$ cat config.mk
export PLATFORM = sky130hd
export DESIGN_NAME = io_port_bank
export DESIGN_NICKNAME = d
export VERILOG_FILES = /design/src/rtl/io_port_bank.sv
export SDC_FILE = /design/constraint.sdc
export NUM_CORES = 1
export LEC_CHECK = 0
export CAP_MARGIN = 20
export CORE_MARGIN = 2
export CORE_UTILIZATION = 48
export CTS_CLUSTER_DIAMETER = 40
export DETAILED_ROUTE_END_ITERATION = 10
export GPL_ROUTABILITY_DRIVEN = 0
export PLACE_DENSITY_LB_ADDON = 0.25
export SLEW_MARGIN = 0
export SYNTH_ARGS = -nofsm -noshare
export SYNTH_HDL_FRONTEND = slang
export SYNTH_SLANG_ARGS = --single-unit
$ cat constraint.sdc
create_clock -name Clock -period 4.4 [get_ports Clock]
set_input_delay 0.44 -clock Clock [delete_from_list [all_inputs] [get_ports Clock]]
set_output_delay 0.44 -clock Clock [all_outputs]
set_load 0.02 [all_outputs]
$ cat src/rtl/io_port_bank.sv
// io_port_bank -- CPU I/O port bank.
//
// Inport path: words from an external device are pushed into a small
// first-word-fall-through queue that the CPU pops with IN. Outport path:
// NUM_OUT independent channels, each a two-state EMPTY/PENDING holding
// register loaded by OUT and released by the device's acknowledge.
//
// Build option:
//   IOPORT_FIFO_EN  defined   -> inport queue is FIFO_DEPTH entries deep.
//                   undefined -> inport is a single holding register (depth 1)
//                                with the same ports and push/pop/overflow rules.
//
// Ports:
//   Clock              sole clock, rising edge
//   clear              asynchronous active-low reset
//   inport_data        word from the input device
//   inport_data_ready  push strobe
//   inport_full        queue holds its full capacity
//   in_read            CPU pop strobe
//   in_data_out        head word, 0 when empty
//   in_valid           queue not empty
//   in_count           words held
//   in_overflow        sticky: a pushed word was dropped
//   overflow_clr       clears in_overflow
//   bus_in             datapath value for OUT
//   outport_in         OUT write strobe
//   out_sel            OUT target channel
//   outport_data       channel i at [i*DATA_WIDTH +: DATA_WIDTH]
//   outport_valid      channel i holds unacknowledged data
//   outport_ack        device consumed channel i
module io_port_bank #(
  parameter int DATA_WIDTH    = 32,
  parameter int FIFO_DEPTH    = 4,
  parameter int NUM_OUT       = 2,
  parameter int OUT_SEL_WIDTH = 1
) (
  input  logic                          Clock,
  input  logic                          clear,
  input  logic [DATA_WIDTH-1:0]         inport_data,
  input  logic                          inport_data_ready,
  output logic                          inport_full,
  input  logic                          in_read,
  output logic [DATA_WIDTH-1:0]         in_data_out,
  output logic                          in_valid,
  output logic [$clog2(FIFO_DEPTH):0]   in_count,
  output logic                          in_overflow,
  input  logic                          overflow_clr,
  input  logic [DATA_WIDTH-1:0]         bus_in,
  input  logic                          outport_in,
  input  logic [OUT_SEL_WIDTH-1:0]      out_sel,
  output logic [NUM_OUT*DATA_WIDTH-1:0] outport_data,
  output logic [NUM_OUT-1:0]            outport_valid,
  input  logic [NUM_OUT-1:0]            outport_ack
);

  localparam int CNT_W = $clog2(FIFO_DEPTH) + 1;
`ifdef IOPORT_FIFO_EN
  localparam int EFF_DEPTH = FIFO_DEPTH;
`else
  localparam int EFF_DEPTH = 1;
`endif
  // A depth-1 queue still gets a 1-bit pointer; it simply never leaves 0.
  localparam int PTR_W = (EFF_DEPTH > 1) ? $clog2(EFF_DEPTH) : 1;
  localparam int SLOTS = 1 << PTR_W;

  typedef enum logic {
    OUT_EMPTY   = 1'b0,
    OUT_PENDING = 1'b1
  } out_state_t;

  // Wrap a queue pointer modulo the effective depth.
  function automatic logic [PTR_W-1:0] ptr_inc(input logic [PTR_W-1:0] p);
    if (p == PTR_W'(EFF_DEPTH - 1)) begin
      return {PTR_W{1'b0}};
    end else begin
      return p + PTR_W'(1);
    end
  endfunction

  // ---------------- inport queue ----------------
  logic [DATA_WIDTH-1:0] mem_r [SLOTS];
  logic [PTR_W-1:0]      rd_ptr_r, wr_ptr_r;
  logic [CNT_W-1:0]      count_r;
  logic [DATA_WIDTH-1:0] head_r;
  logic                  valid_r, full_r, ovf_r;

  logic                  pop_s, push_s, drop_s;
  logic [PTR_W-1:0]      rd_ptr_next_s, wr_ptr_next_s;
  logic [CNT_W-1:0]      count_next_s;
  logic [DATA_WIDTH-1:0] head_next_s;

  // Inport next-state: push/pop decisions, pointer/count update, next head word.
  always_comb begin
    pop_s         = in_read && valid_r;
    // A full queue still accepts a word when a pop frees a slot in the same cycle.
    push_s        = inport_data_ready && (!full_r || pop_s);
    drop_s        = inport_data_ready && full_r && !pop_s;
    rd_ptr_next_s = rd_ptr_r;
    wr_ptr_next_s = wr_ptr_r;
    count_next_s  = count_r;
    head_next_s   = {DATA_WIDTH{1'b0}};

    if (pop_s) begin
      rd_ptr_next_s = ptr_inc(rd_ptr_r);
    end else begin
      rd_ptr_next_s = rd_ptr_r;
    end

    if (push_s) begin
      wr_ptr_next_s = ptr_inc(wr_ptr_r);
    end else begin
      wr_ptr_next_s = wr_ptr_r;
    end

    case ({push_s, pop_s})
      2'b10:   count_next_s = count_r + CNT_W'(1);
      2'b01:   count_next_s = count_r - CNT_W'(1);
      default: count_next_s = count_r;
    endcase

    // Head is registered, so when the new head is the word being written
    // this cycle it must be taken from the input rather than from storage.
    if (count_next_s == {CNT_W{1'b0}}) begin
      head_next_s = {DATA_WIDTH{1'b0}};
    end else if (push_s && (rd_ptr_next_s == wr_ptr_r)) begin
      head_next_s = inport_data;
    end else begin
      head_next_s = mem_r[rd_ptr_next_s];
    end
  end

  // Inport state registers and sticky overflow flag.
  always_ff @(posedge Clock or negedge clear) begin
    if (!clear) begin
      for (int i = 0; i < SLOTS; i++) begin
        mem_r[i] <= {DATA_WIDTH{1'b0}};
      end
      rd_ptr_r <= {PTR_W{1'b0}};
      wr_ptr_r <= {PTR_W{1'b0}};
      count_r  <= {CNT_W{1'b0}};
      head_r   <= {DATA_WIDTH{1'b0}};
      valid_r  <= 1'b0;
      full_r   <= 1'b0;
      ovf_r    <= 1'b0;
    end else begin
      if (push_s) begin
        mem_r[wr_ptr_r] <= inport_data;
      end
      rd_ptr_r <= rd_ptr_next_s;
      wr_ptr_r <= wr_ptr_next_s;
      count_r  <= count_next_s;
      head_r   <= head_next_s;
      valid_r  <= (count_next_s != {CNT_W{1'b0}});
      full_r   <= (count_next_s == CNT_W'(EFF_DEPTH));
      // A new drop wins over a simultaneous clear request.
      if (drop_s) begin
        ovf_r <= 1'b1;
      end else if (overflow_clr) begin
        ovf_r <= 1'b0;
      end
    end
  end

  assign inport_full = full_r;
  assign in_data_out = head_r;
  assign in_valid    = valid_r;
  assign in_count    = count_r;
  assign in_overflow = ovf_r;

  // ---------------- outport channels ----------------
  out_state_t            state_r      [NUM_OUT];
  out_state_t            state_next_s [NUM_OUT];
  logic [DATA_WIDTH-1:0] data_r       [NUM_OUT];
  logic [DATA_WIDTH-1:0] data_next_s  [NUM_OUT];
  logic                  wr_hit_s     [NUM_OUT];

  // Per-channel EMPTY/PENDING next state; a write beats an ack on the same channel.
  always_comb begin
    for (int i = 0; i < NUM_OUT; i++) begin
      // Selects at or above NUM_OUT match no channel and so change nothing.
      wr_hit_s[i]     = outport_in && (out_sel == OUT_SEL_WIDTH'(i));
      state_next_s[i] = state_r[i];
      data_next_s[i]  = data_r[i];
      case (state_r[i])
        OUT_EMPTY: begin
          if (wr_hit_s[i]) begin
            state_next_s[i] = OUT_PENDING;
            data_next_s[i]  = bus_in;
          end else begin
            state_next_s[i] = OUT_EMPTY;
          end
        end
        OUT_PENDING: begin
          if (wr_hit_s[i]) begin
            state_next_s[i] = OUT_PENDING;
            data_next_s[i]  = bus_in;
          end else if (outport_ack[i]) begin
            state_next_s[i] = OUT_EMPTY;
          end else begin
            state_next_s[i] = OUT_PENDING;
          end
        end
        default: begin
          state_next_s[i] = OUT_EMPTY;
        end
      endcase
    end
  end

  // Outport channel state and data registers.
  always_ff @(posedge Clock or negedge clear) begin
    if (!clear) begin
      for (int i = 0; i < NUM_OUT; i++) begin
        state_r[i] <= OUT_EMPTY;
        data_r[i]  <= {DATA_WIDTH{1'b0}};
      end
    end else begin
      for (int i = 0; i < NUM_OUT; i++) begin
        state_r[i] <= state_next_s[i];
        data_r[i]  <= data_next_s[i];
      end
    end
  end

  // Flatten channel registers onto the packed output buses.
  always_comb begin
    outport_data  = {(NUM_OUT*DATA_WIDTH){1'b0}};
    outport_valid = {NUM_OUT{1'b0}};
    for (int i = 0; i < NUM_OUT; i++) begin
      outport_data[i*DATA_WIDTH +: DATA_WIDTH] = data_r[i];
      outport_valid[i]                         = (state_r[i] == OUT_PENDING);
    end
  end

endmodule

Word level (Yosys, flattened, before mapping):

Index checks and enable logic that the tools add are counted.

* register bits: 170
* bits of input ports: 73
* output and inout bits: 104
* logic and storage cells: 67

* add/subtract/negate cells: 4
* order comparisons: 3
* eq/ne operators: 4
* mux-type cells: 24
* bitwise operators: 5
* reductions and logical operators: 14

Operator list (count)
* $mux W32: 8
* $bwmux W64: 1
* $demux W32 S1: 1
* $mux W1: 11
* $logic_and A1 B1 Y1: 8
* $pmux W3 S2: 1
* $ge A2 B2 Y1 const B: 2
* $not A1 Y2: 2
* $pmux W1 S2: 2
* $add A3 B1 Y3 const B: 1
* $eq A3 B1 Y1 const B: 1
* $logic_not A3 Y1: 1
* $not A1 Y1: 3
* $reduce_bool A3 Y1: 1
* $sub A3 B1 Y3 const B: 1
* $add A1 B1 Y1 const B: 2
* $eq A2 B1 Y1 const B: 1
* $eq A2 B2 Y1 const B: 1
* $logic_not A1 Y1: 2
* $lt A2 B1 Y1 const B: 1
* $reduce_bool A2 Y1: 1
* $eq A1 B1 Y1: 1
* $logic_or A1 B1 Y1: 1

Longest topological paths before layout:

Gate-level depths: netlist of run 1.

* word-level depth: 9
* mapped depth: 10

Worst setup path before layout of run 1:

No wires, ideal clock.

* path kind: reg-to-reg
* start: reg full_r (netlist: inport_full)
* end: reg head_r[0] (netlist: in_data_out[0])
* arrival: 2.771 ns
* path slack: 1.552 ns
* stages on the path, launching flop included: 11
* cell sequence: dfrtp_1 -> a21bo_2 -> clkbuf_1 -> clkbuf_1 -> nand2_1 -> ha_1 -> fa_1 -> xnor3_1 -> a311o_2 -> buf_6 -> a21oi_1

* word-level cells in the longest chain between the ends: 7
* elaborated cells between the ends (all ways): 10
* those cells by class: eq/ne (2); mux (3); reduce/logical (5)

RTL lines
* from (decl): RTL line 85 `logic valid_r, full_r, ovf_r;`
* from (signal assigned): RTL line 154 `full_r <= (count_next_s == CNT_W'(EFF_DEPTH));`
* $logic_not A1 Y1 (*): RTL line 96 `push_s = inport_data_ready && (!full_r || pop_s);`
* $logic_or A1 B1 Y1 (*): RTL line 96
* $logic_and A1 B1 Y1 (*): RTL line 96
* $eq A2 B1 Y1 / $eq A2 B2 Y1 (equally long branches): RTL line 115 `case ({push_s, pop_s})`
* $pmux W3 S2: RTL line 115
* $logic_not A3 Y1: RTL line 123 `if (count_next_s == {CNT_W{1'b0}}) begin`
* $mux W32 (*): RTL line 123
* via head_next_s[0]: RTL line 90 `logic [DATA_WIDTH-1:0] head_next_s;`
* to (signal assigned): RTL line 141 `head_r <= {DATA_WIDTH{1'b0}};`
* to (signal assigned): RTL line 152 `head_r <= head_next_s;`
* to (decl): RTL line 84 `logic [DATA_WIDTH-1:0] head_r;`

Mark *: on every way through the listed nets, which the timed path passes. The rest lies on a longest branch.
A chain may end at the register's enable or synchronous reset.

Final worst setup path of run 1:

* start: in in_read
* end: reg head_r[25] (netlist: in_data_out[25])

* word-level cells in the longest chain between the ends: 8
* elaborated cells between the ends (all ways): 16
* those cells by class: eq/ne (3); mux (7); bitwise (1); reduce/logical (5)

RTL lines
* from (decl): RTL line 42 `input logic in_read,`
* $logic_and A1 B1 Y1 (*): RTL line 94 `pop_s = in_read && valid_r;`
* $mux W1: RTL line 103 `if (pop_s) begin`
* $not A1 Y2 (implied by the code): RTL line 128 `head_next_s = mem_r[rd_ptr_next_s];`
* $mux W32 (implied by the code) (3 in series): RTL line 128
* $mux W32: RTL line 125 `end else if (push_s && (rd_ptr_next_s == wr_ptr_r)) begin`
* $mux W32 (*): RTL line 123
* via head_next_s[25]: RTL line 90

Mark *: on every way through the listed nets, which the timed path passes. The rest lies on a longest branch. The select of a mux whose other input is x is not followed.

==> results.yml, run 1 <==
outcome:
  outcome: "finished with violations"
  violations: "hold timing"
setup_path:
  critPathLaunchType: "input port"
  rr_worst_depth: 7
  critical-path-max-stage-delay_ns: 0.66
  endpoint_kind: "flop"
  critPathKind: "in2reg"
  crit_chain: "clkdlybuf4s50_1 > a21bo_2 > nand2_1 > ha_1 > fa_1 > xnor3_1 > a311o_2 > a21oi_1"
  cpMaxStageDelayCell: "a311o_2"
  crit_required_ns: 4.83
  path_max_fanout: 32
  arrival_ns: 3.02
grt:
  grt_start_max_net_pins: 92
  met1_usage_pct: 28.30
  grt_pass1_wl_mm: 19.62
  gr-usage-met2_pct: 36.94
  antenna_found_initial: 0
  grt.busiest_layer: "met2"
  grt_pass1_vias: 3819
  grt_usage_pct: 22.84
  use_met3_pct: 8.024
  grt_overflow_total: 0
sta:
  hold_ws_ns: -0.02564
  worst_pin_slew_ns: 0.9105
  relSlewSlack_pct: 39.23
  max_freq_mhz: 385.3
  period_minus_slack_ns: 2.595
  fin_worst_skew_ns: 0.005777
  grt_setup_unrepaired: "false"
  final.setup.tns_ns: 0
  slew_violations: 0
  finalSetupViolations: 0
  hold_viol: 15
  finalCritPeriodShare_pct: 58.98
logic_synthesis:
  synth_ff_type: "dfrtp_1"
  yosys_warnings: 0
  synth_area_per_cell_sq_um: 13.29
  synth_nets: 458
  yosys_register_bits: 137
  synth_edf_count: 0
  syn_inst: 383
  ys_seq_area_share_pct: 67.35
  netlist_area_sq_um: 5090
  synth.distinct_cells: 27
  synth-async-reset-ratio_pct: 100.0
cts:
  cts_buffers: 17
  clk_latency_ns: 0.52
  postCtsHoldBufs: 0
  cts.path.max_buffers: 2
  postCtsSetupBuffers: 0
  cts_resized: 0
  cts-htree-levels: 4
  clock-root-buffer: "clkbuf_8"
  cts.sinks: 137
  clk_pin_slew_ns: 0.06
  cts_tree: "done"
drt:
  ant_nets: 0
  drc: 0
  dr_total_vias: 3729
  routed_wl_mm: 12.36
  vias_per_cell: 5.274
  dr.pass1.iters: 4
  drtIter0Drc: 182
  wl_per_cell_microns: 17.49
cells_and_area:
  antennaDiodeCount: 0
  multiInputGateArea_sq_um: 1536
  seqCellArea_sq_um: 3428
  fillers: 728
  final_nets: 634
  syn2layout_area_growth_pct: 49.19
  drive_above_1_share_pct: 18.39
hold_path:
  hold_path.class: "in2async"
power_and_ir_drop:
  p_per_area_nw_per_um2: 589.4
  vdd_drop_max_mv: 0.3715
  power_leakage_nw: 3.327
place:
  hpwl_mm: 8.335
  portBuffers: 176
floorplanning:
  dieArea_sq_um: 11440
  core_sq_um: 10320
  die_w_microns: 107.0
  ios: 177
  initial_core_util_pct: 49.30
  fp-row-count: 37
  fp.dieH_microns: 107.0
run:
  max_cap_viol_count: 0
-- power by group --
| part | switching (mW) | internal (mW) | leakage, nW |
|---|---|---|---|
| Sequential | 0.135 | 1.54 | 1.65 |
| Clock | 0.487 | 0.991 | 0.307 |
| Combinational | 0.690 | 0.635 | 1.37 |
| Total | 1.31 | 3.16 | 3.33 |
-- critical path: cells and delay by family --
family                   cells  cell delay, ns
AO/OA/AOI/OAI                3            1.04
adder cells (fa/ha/maj)      2            0.68
buffers and inverters        1            0.54
XOR/XNOR                     1            0.25
AND/OR/NAND/NOR              1            0.05
-- cell type report --
type,count,share of cell area [%]
Clock buffer,24,6.459
Clock inverter,7,1.812
Inverter,4,0.1977
Multi-Input combinational cell,217,20.23
Sequential cell,137,45.15
Tap cell,136,2.241
Timing Repair Buffer,182,23.91
-- logic make-up after synthesis --
family	after synthesis	synth area share, %
compound gates	73	7.694
mux	65	14.38
simple gates	73	6.391
flops	137	67.36
fa+ha+maj	2	0.6391
xor+xnor	4	0.9588
buf+inv	29	2.581
-- through the flow --
| stage | worst slack (ns) | area (sq um) | total power [mW] | std cells | util [%] |
|---|---|---|---|---|---|
| 2_1_floorplan | 1.552 | 5090 | 2.358 | 383 | - |
| 6_report | 1.805 | 7594 | 4.476 | 707 | 73.55 |
| 5_1_grt | 1.674 | 7594 | 4.688 | 707 | 73.55 |
| 3_5_place_dp | 1.263 | 6965 | 3.018 | 676 | 67.47 |
| 3_3_place_gp | 1.411 | 6950 | 2.971 | 675 | 67.33 |
| 4_1_cts | 1.824 | 7594 | 4.513 | 707 | 73.55 |
-- synthesized netlist by cell type, types with 3 or more instances --
master / n / share of area [%]
dfrtp_1: 137 / 67
mux2_2: 65 / 14
nand2_1: 34 / 2.5
o21ai_0: 33 / 3.2
a21oi_1: 32 / 3.1
nand3_1: 32 / 3.1
clkbuf_1: 16 / 1.2
buf_1: 6 / 0.44
inv_1: 4 / 0.29
buf_6: 3 / 0.66
nor2_1: 3 / 0.22
-- per-layer routing --
layer / up-vias / share of wire, %
li1: 1690 / -
met1: 1837 / 40
met2: 180 / 49
met3: 22 / 8.7
met4: 0 / 2.2
met5: - / 0
-- path summary, 6_finish.rpt --
path	start	endpoint	slack (ns)
hold reg to reg	outport_valid[0]	outport_valid[0]	0.48
setup / recovery	in_read	in_data_out[25]	1.80
min in group Clock	outport_valid[0]	outport_valid[0]	0.48
setup reg to reg	inport_full	in_data_out[25]	1.84
max in group asynchronous	clear	mem_r[32]	3.32
hold / removal	clear	outport_data[12]	-0.03
-- cell usage in the layout, fill, tap and decap left out, types with 5 or more instances in the layout --
cell	synthesis	routed
dfrtp_1	137	137
buf_4	0	5
a21oi_1	32	32
mux2_2	65	65
clkbuf_8	0	6
o21ai_0	33	33
nand3_1	32	32
nand2_1	34	34
clkbuf_16	0	16
clkdlybuf4s50_1	0	175
-- sequential cells by signal, summed over array words and instances, names as in the netlist --
name / cells
outport_data: 64
inport_full: 1
in_data_out: 32
in_count: 3
rd_ptr_r: 1
in_overflow: 1
outport_valid: 2
in_valid: 1
mem_r: 32
Power figures use the tool's default switching activity.
==> run 2, diff against run 1 <==
--- a/config.mk
+++ b/config.mk
@@ -7,7 +7,7 @@
 export LEC_CHECK = 0
 export CAP_MARGIN = 20
 export CORE_MARGIN = 2
-export CORE_UTILIZATION = 48
+export CORE_UTILIZATION = 41
 export CTS_CLUSTER_DIAMETER = 40
 export DETAILED_ROUTE_END_ITERATION = 10
 export GPL_ROUTABILITY_DRIVEN = 0
==> constraint.sdc (replaced) <==
create_clock -name Clock -period 2.1 [get_ports Clock]
set_input_delay 0.21 -clock Clock [delete_from_list [all_inputs] [get_ports Clock]]
set_output_delay 0.21 -clock Clock [all_outputs]
set_load 0.02 [all_outputs]
==> run 2 against run 1 <==
Net effect: the flow finishes with violations (setup timing); combinational power is 140% higher; routed wire length is 0.71% higher; register-to-register slack worse by 2.0 ns; clock skew is 0.0012 ns higher; non-clock buffer count is 19 higher; sequential power is 110% higher.
==> results.yml, run 2 (synthesized netlist as in run 1, its figures left out) <==
outcome:
  outcome: "finished with violations"
  violations: "setup timing"
floorplanning:
  core_sq_um: 12060
  fp-row-count: 40
  dieArea_sq_um: 13320
  die_w_microns: 115.4
  initial_core_util_pct: 42.20
  ios: 177
  fp.dieH_microns: 115.4
cts:
  cts.sinks: 137
  cts_buffers: 17
  cts_tree: "done"
  clk_latency_ns: 0.41
  cts-htree-levels: 4
  clk_pin_slew_ns: 0.05
  cts.path.max_buffers: 2
  clock-root-buffer: "clkbuf_16"
drt:
  routed_wl_mm: 12.45
  dr.pass1.iters: 4
  drtIter0Drc: 206
  ant_nets: 0
  vias_per_cell: 4.980
  wl_per_cell_microns: 16.47
  dr_total_vias: 3765
  drc: 0
power_and_ir_drop:
  p_per_area_nw_per_um2: 1196
  vdd_drop_max_mv: 0.7942
  power_leakage_nw: 3.419
  power.total_mw: 9.439
setup_path:
  critPathLaunchType: "flop"
  endpoint_kind: "flop"
  critPathKind: "reg2reg"
  path_max_fanout: 13
  arrival_ns: 2.57
  crit_required_ns: 2.44
sta:
  slew_violations: 0
  finalCritPeriodShare_pct: 106.5
  relSlewSlack_pct: 58.89
  finalWorstSetupSlack_ns: -0.1374
  fin_worst_skew_ns: 0.006976
  worst_pin_slew_ns: 0.6167
  grt_setup_unrepaired: "true"
  period_minus_slack_ns: 2.237
  finalSetupViolations: 32
  hold_viol: 0
  final.setup.tns_ns: -3.006
  max_freq_mhz: 447.0
hold_path:
  hold_path.class: "in2async"
grt:
  grt_overflow_total: 0
  antenna_found_initial: 0
  grt_start_max_net_pins: 66
  grt_pass1_wl_mm: 19.00
  grt_pass1_vias: 3710
  grt_usage_pct: 18.87
cells_and_area:
  final_common_cell: "clkdlybuf4s50_1"
  final_cell_mix: "clkdlybuf4s50_1, dfrtp_1, mux2_2"
  drive_above_1_share_pct: 24.83
  syn2layout_area_growth_pct: 55.04
  largest_reg_flops: 64
  antennaDiodeCount: 0
  final_nets: 653
place:
  place_ws_ns: -0.4467
  hpwl_mm: 8.375
  portBuffers: 176
run:
  max_cap_viol_count: 0
[run 2: changes by cell type in the layout (fill, tap and decap cells not counted), moves of 2 or more]
cell       delta
a21oi_1      -22
a21oi_2      +22
buf_12        +5
buf_4        +12
bufinv_16     -3
clkbuf_1      +2
clkbuf_16     +2
[run 2: critical path, cell delays in order (launching register included)]
cell and delay [ns]:
dfrtp_2 0.40, a21bo_4 0.19, nand2_4 0.05, ha_4 0.17, fa_2 0.36, xnor3_1 0.20, a311o_2 0.45, clkbuf_16 0.21
a21oi_1 0.13
[run 2: what timing repair did]
item                                   CTS  global route
cloned                                   0             1
endpoints found under the hold margin   62             0
gates resized for setup                  4            20
pin swaps                                0             1
setup endpoints to repair               32            32
hold buffers                             1             0
setup buffers                            0             1
[run 2: path summary, 6_finish.rpt]
path,start,endpoint,cells past startpoint,slack [ns]
hold / removal,clear,outport_data[26],2,0.34
max in group asynchronous,clear,outport_data[48],3,1.06
min in group Clock,inport_data[4],mem_r[36],3,0.37
hold reg to reg,outport_valid[0],outport_valid[0],1,0.48
setup / recovery,inport_full,in_data_out[4],8,-0.14
setup reg to reg,inport_full,in_data_out[4],8,-0.14
[run 2: per-stage QoR]
stage	cells	utilization, %	cell area, sq um	hold slack [ns]
global placement	724	59.75	7207	0.2312
floorplan	383	-	5136	-0.08559
detailed placement	724	59.75	7207	0.2418
finish	756	65.43	7891	0.3427
global route	756	65.43	7891	0.3642
CTS	754	64.53	7784	0.3411
[run 2: report_power, final]
part | internal [mW] | switching, mW | leakage (nW)
Sequential | 3.22 | 0.260 | 1.65
Clock | 1.76 | 0.981 | 0.272
Combinational | 1.62 | 1.60 | 1.50
[run 2: layer usage]
metal  vias up  global-route usage [%]  routed length [microns]
met2       144                   30.99                     6088
met1      1886                   23.34                     5297
met5         -                       0                        0
met3        20                   5.649                      793
met4         0                   8.032                      271
li1       1715                       -                        -
[run 2: area by class of cell]
class | count | area, sq um
Fill cell | 959 | 4170
Sequential cell | 137 | 3430
Timing Repair Buffer | 201 | 2037
Multi-Input combinational cell | 217 | 1650
Clock buffer | 26 | 509.2
Tap cell | 168 | 210.2
Clock inverter | 3 | 40.04
Inverter | 4 | 15.01
==> run 3, diff against run 2 <==
--- a/config.mk
+++ b/config.mk
@@ -6,11 +6,10 @@
 export NUM_CORES = 1
 export LEC_CHECK = 0
 export CAP_MARGIN = 20
-export CORE_MARGIN = 2
 export CORE_UTILIZATION = 41
 export CTS_CLUSTER_DIAMETER = 40
 export DETAILED_ROUTE_END_ITERATION = 10
-export GPL_ROUTABILITY_DRIVEN = 0
+export GPL_TIMING_DRIVEN = 1
 export PLACE_DENSITY_LB_ADDON = 0.25
 export SLEW_MARGIN = 0
 export SYNTH_ARGS = -nofsm -noshare
==> run 3 against run 2 <==
Net effect: the flow still finishes with violations (setup timing); design area is 0.63% higher; combinational power up 3%; first-iteration DRC count down 46%; power is 1.4% higher; flip-flop and latch count did not move; sequential share of layout area is 0.27 points lower; clock power rose by 2%; sequential power about the same; global-route usage rose by 2.6 points; worst setup slack got worse by 0.030 ns; largest cell class unchanged.
==> results.yml, run 3 (synthesized netlist as in run 1, its figures left out) <==
outcome:
  outcome: "finished with violations"
  violations: "setup timing"
place:
  portBuffers: 176
  dp_cells: 722
  finalWeightedCongestion: 0.7141
  hpwl_mm: 8.523
sta:
  max_freq_mhz: 441.0
  grt_setup_unrepaired: "true"
  hold_viol: 0
  slew_violations: 0
  period_minus_slack_ns: 2.267
  finalWorstSetupSlack_ns: -0.1674
  relSlewSlack_pct: 63.08
  finalCritPeriodShare_pct: 108.0
  worst_pin_slew_ns: 0.5537
  fin_worst_skew_ns: 0.008601
  finalSetupViolations: 32
power_and_ir_drop:
  comb_power_share_pct: 34.5
  switching_power_mw: 2.936
  p_int_mw: 6.641
  vdd_drop_max_mv: 0.8998
  seqPwrFrac_pct: 36.3
  p_sw_share_pct: 30.66
  power_leakage_nw: 3.438
  p_clk_share_pct: 29.2
  p_per_area_nw_per_um2: 1206
drt:
  routed_wl_mm: 12.88
  wl_per_cell_microns: 16.92
  drtIter0Drc: 112
  dr_total_vias: 3806
  vias_per_cell: 5.001
  drc: 0
  ant_nets: 0
  dr.pass1.iters: 4
cts:
  cts.path.max_buffers: 2
  clk_pin_slew_ns: 0.06
  cts-htree-levels: 4
  cts_buffers: 17
  clock-root-buffer: "clkbuf_16"
  cts_tree: "done"
  cts.sinks: 137
  clk_latency_ns: 0.41
setup_path:
  rr_worst_depth: 8
  endpoint_kind: "flop"
  reg2reg_from: "inport_full"
  path_max_fanout: 12
  crit_required_ns: 2.43
  rrSetupSlack_ns: -0.17
  critPathLaunchType: "flop"
  arrival_ns: 2.60
  reg2reg_to: "in_data_out[26]"
  crit_start: "inport_full"
  critPathKind: "reg2reg"
cells_and_area:
  final_cells: 761
  final_common_cell: "clkdlybuf4s50_1"
  final_cell_mix: "clkdlybuf4s50_1, dfrtp_1, mux2_2"
  fillers: 906
  syn2layout_area_growth_pct: 56.02
  antennaDiodeCount: 0
  largest_reg_flops: 64
  final_util_pct: 65.84
  final_nets: 655
  drive_above_1_share_pct: 26.14
  seqCellArea_sq_um: 3430
  multiInputGateArea_sq_um: 1665
floorplanning:
  die_w_microns: 113.4
  dieArea_sq_um: 12860
  ios: 177
  core_sq_um: 12060
  initial_core_util_pct: 42.20
  fp-row-count: 40
  fp.dieH_microns: 113.4
grt:
  grt_pass1_wl_mm: 20.80
  grt_overflow_total: 0
  grt_pass1_vias: 4117
  grt_usage_pct: 21.43
  antenna_found_initial: 1
  grt_start_max_net_pins: 61
run:
  max_cap_viol_count: 0
hold_path:
  hold_path.class: "in2async"
run 3: worst max path at each step:
stage,endpoint
6_report,in_data_out[26]
5_1_grt,in_data_out[14]
4_1_cts,in_data_out[25]
3_5_place_dp,in_data_out[10]
3_3_place_gp,in_data_out[1]
2_1_floorplan,in_data_out[0]
run 3: repair_timing:
action                                 4_1_cts  5_1_grt
resized for setup                           14       14
setup endpoints to repair                   32       32
endpoints found under the hold margin       56        0
pin swaps                                    0        1
cloned                                       0        1
buffers inserted                             2        3
hold buffers                                 1        0
run 3: per-stage QoR:
step	power, mW	setup TNS (ns)	cell area [sq um]	hold slack (ns)	setup slack (ns)
final	9.576	-4.197	7941	0.3374	-0.1674
after global routing	10.03	-5.893	7941	0.3653	-0.2179
after CTS	9.468	-3.534	7841	0.3518	-0.1384
after detailed placement	6.539	-15.84	7204	0.2192	-0.5145
after global placement	6.449	-14.12	7204	0.2081	-0.4446
after floorplan	4.976	-12.35	5136	-0.08559	-0.3938
run 3: power by group through the flow:
stage	clock network (mW)	logic (mW)	registers (mW)
global placement	0	2.95	3.50
global route	2.98	3.51	3.54
finish	2.80	3.31	3.48
floorplan	0	0.883	4.09
detailed placement	0	3.03	3.51
CTS	2.85	3.14	3.48
run 3: area by class of cell:
cell class | instances | share of cell area, %
clock buffers | 22 | 5.719
clock inverters | 10 | 1.292
inverters | 4 | 0.1891
multi-input cells | 217 | 20.97
flip-flops and latches | 137 | 43.19
well taps | 168 | 2.647
repair buffers | 203 | 26.00
run 3: metal layers:
metal / global-route usage, % / up-vias / share of wire, % / wire, microns
met4: 9.211 / 2 / 1.9 / 246
li1: - / 1727 / - / -
met2: 37.51 / 144 / 51 / 6551
met5: 0 / - / 0.14 / 18
met3: 5.367 / 23 / 5.1 / 661
met1: 25.11 / 1910 / 42 / 5400
run 3: worst max-delay path, stage by stage (launching register included):
cell and delay (ns):
dfrtp_2 0.40, a21bo_4 0.19, nand2_4 0.05, ha_4 0.16, fa_2 0.37, xnor3_1 0.23, a311o_2 0.46, clkbuf_16 0.21
a21oi_1 0.12
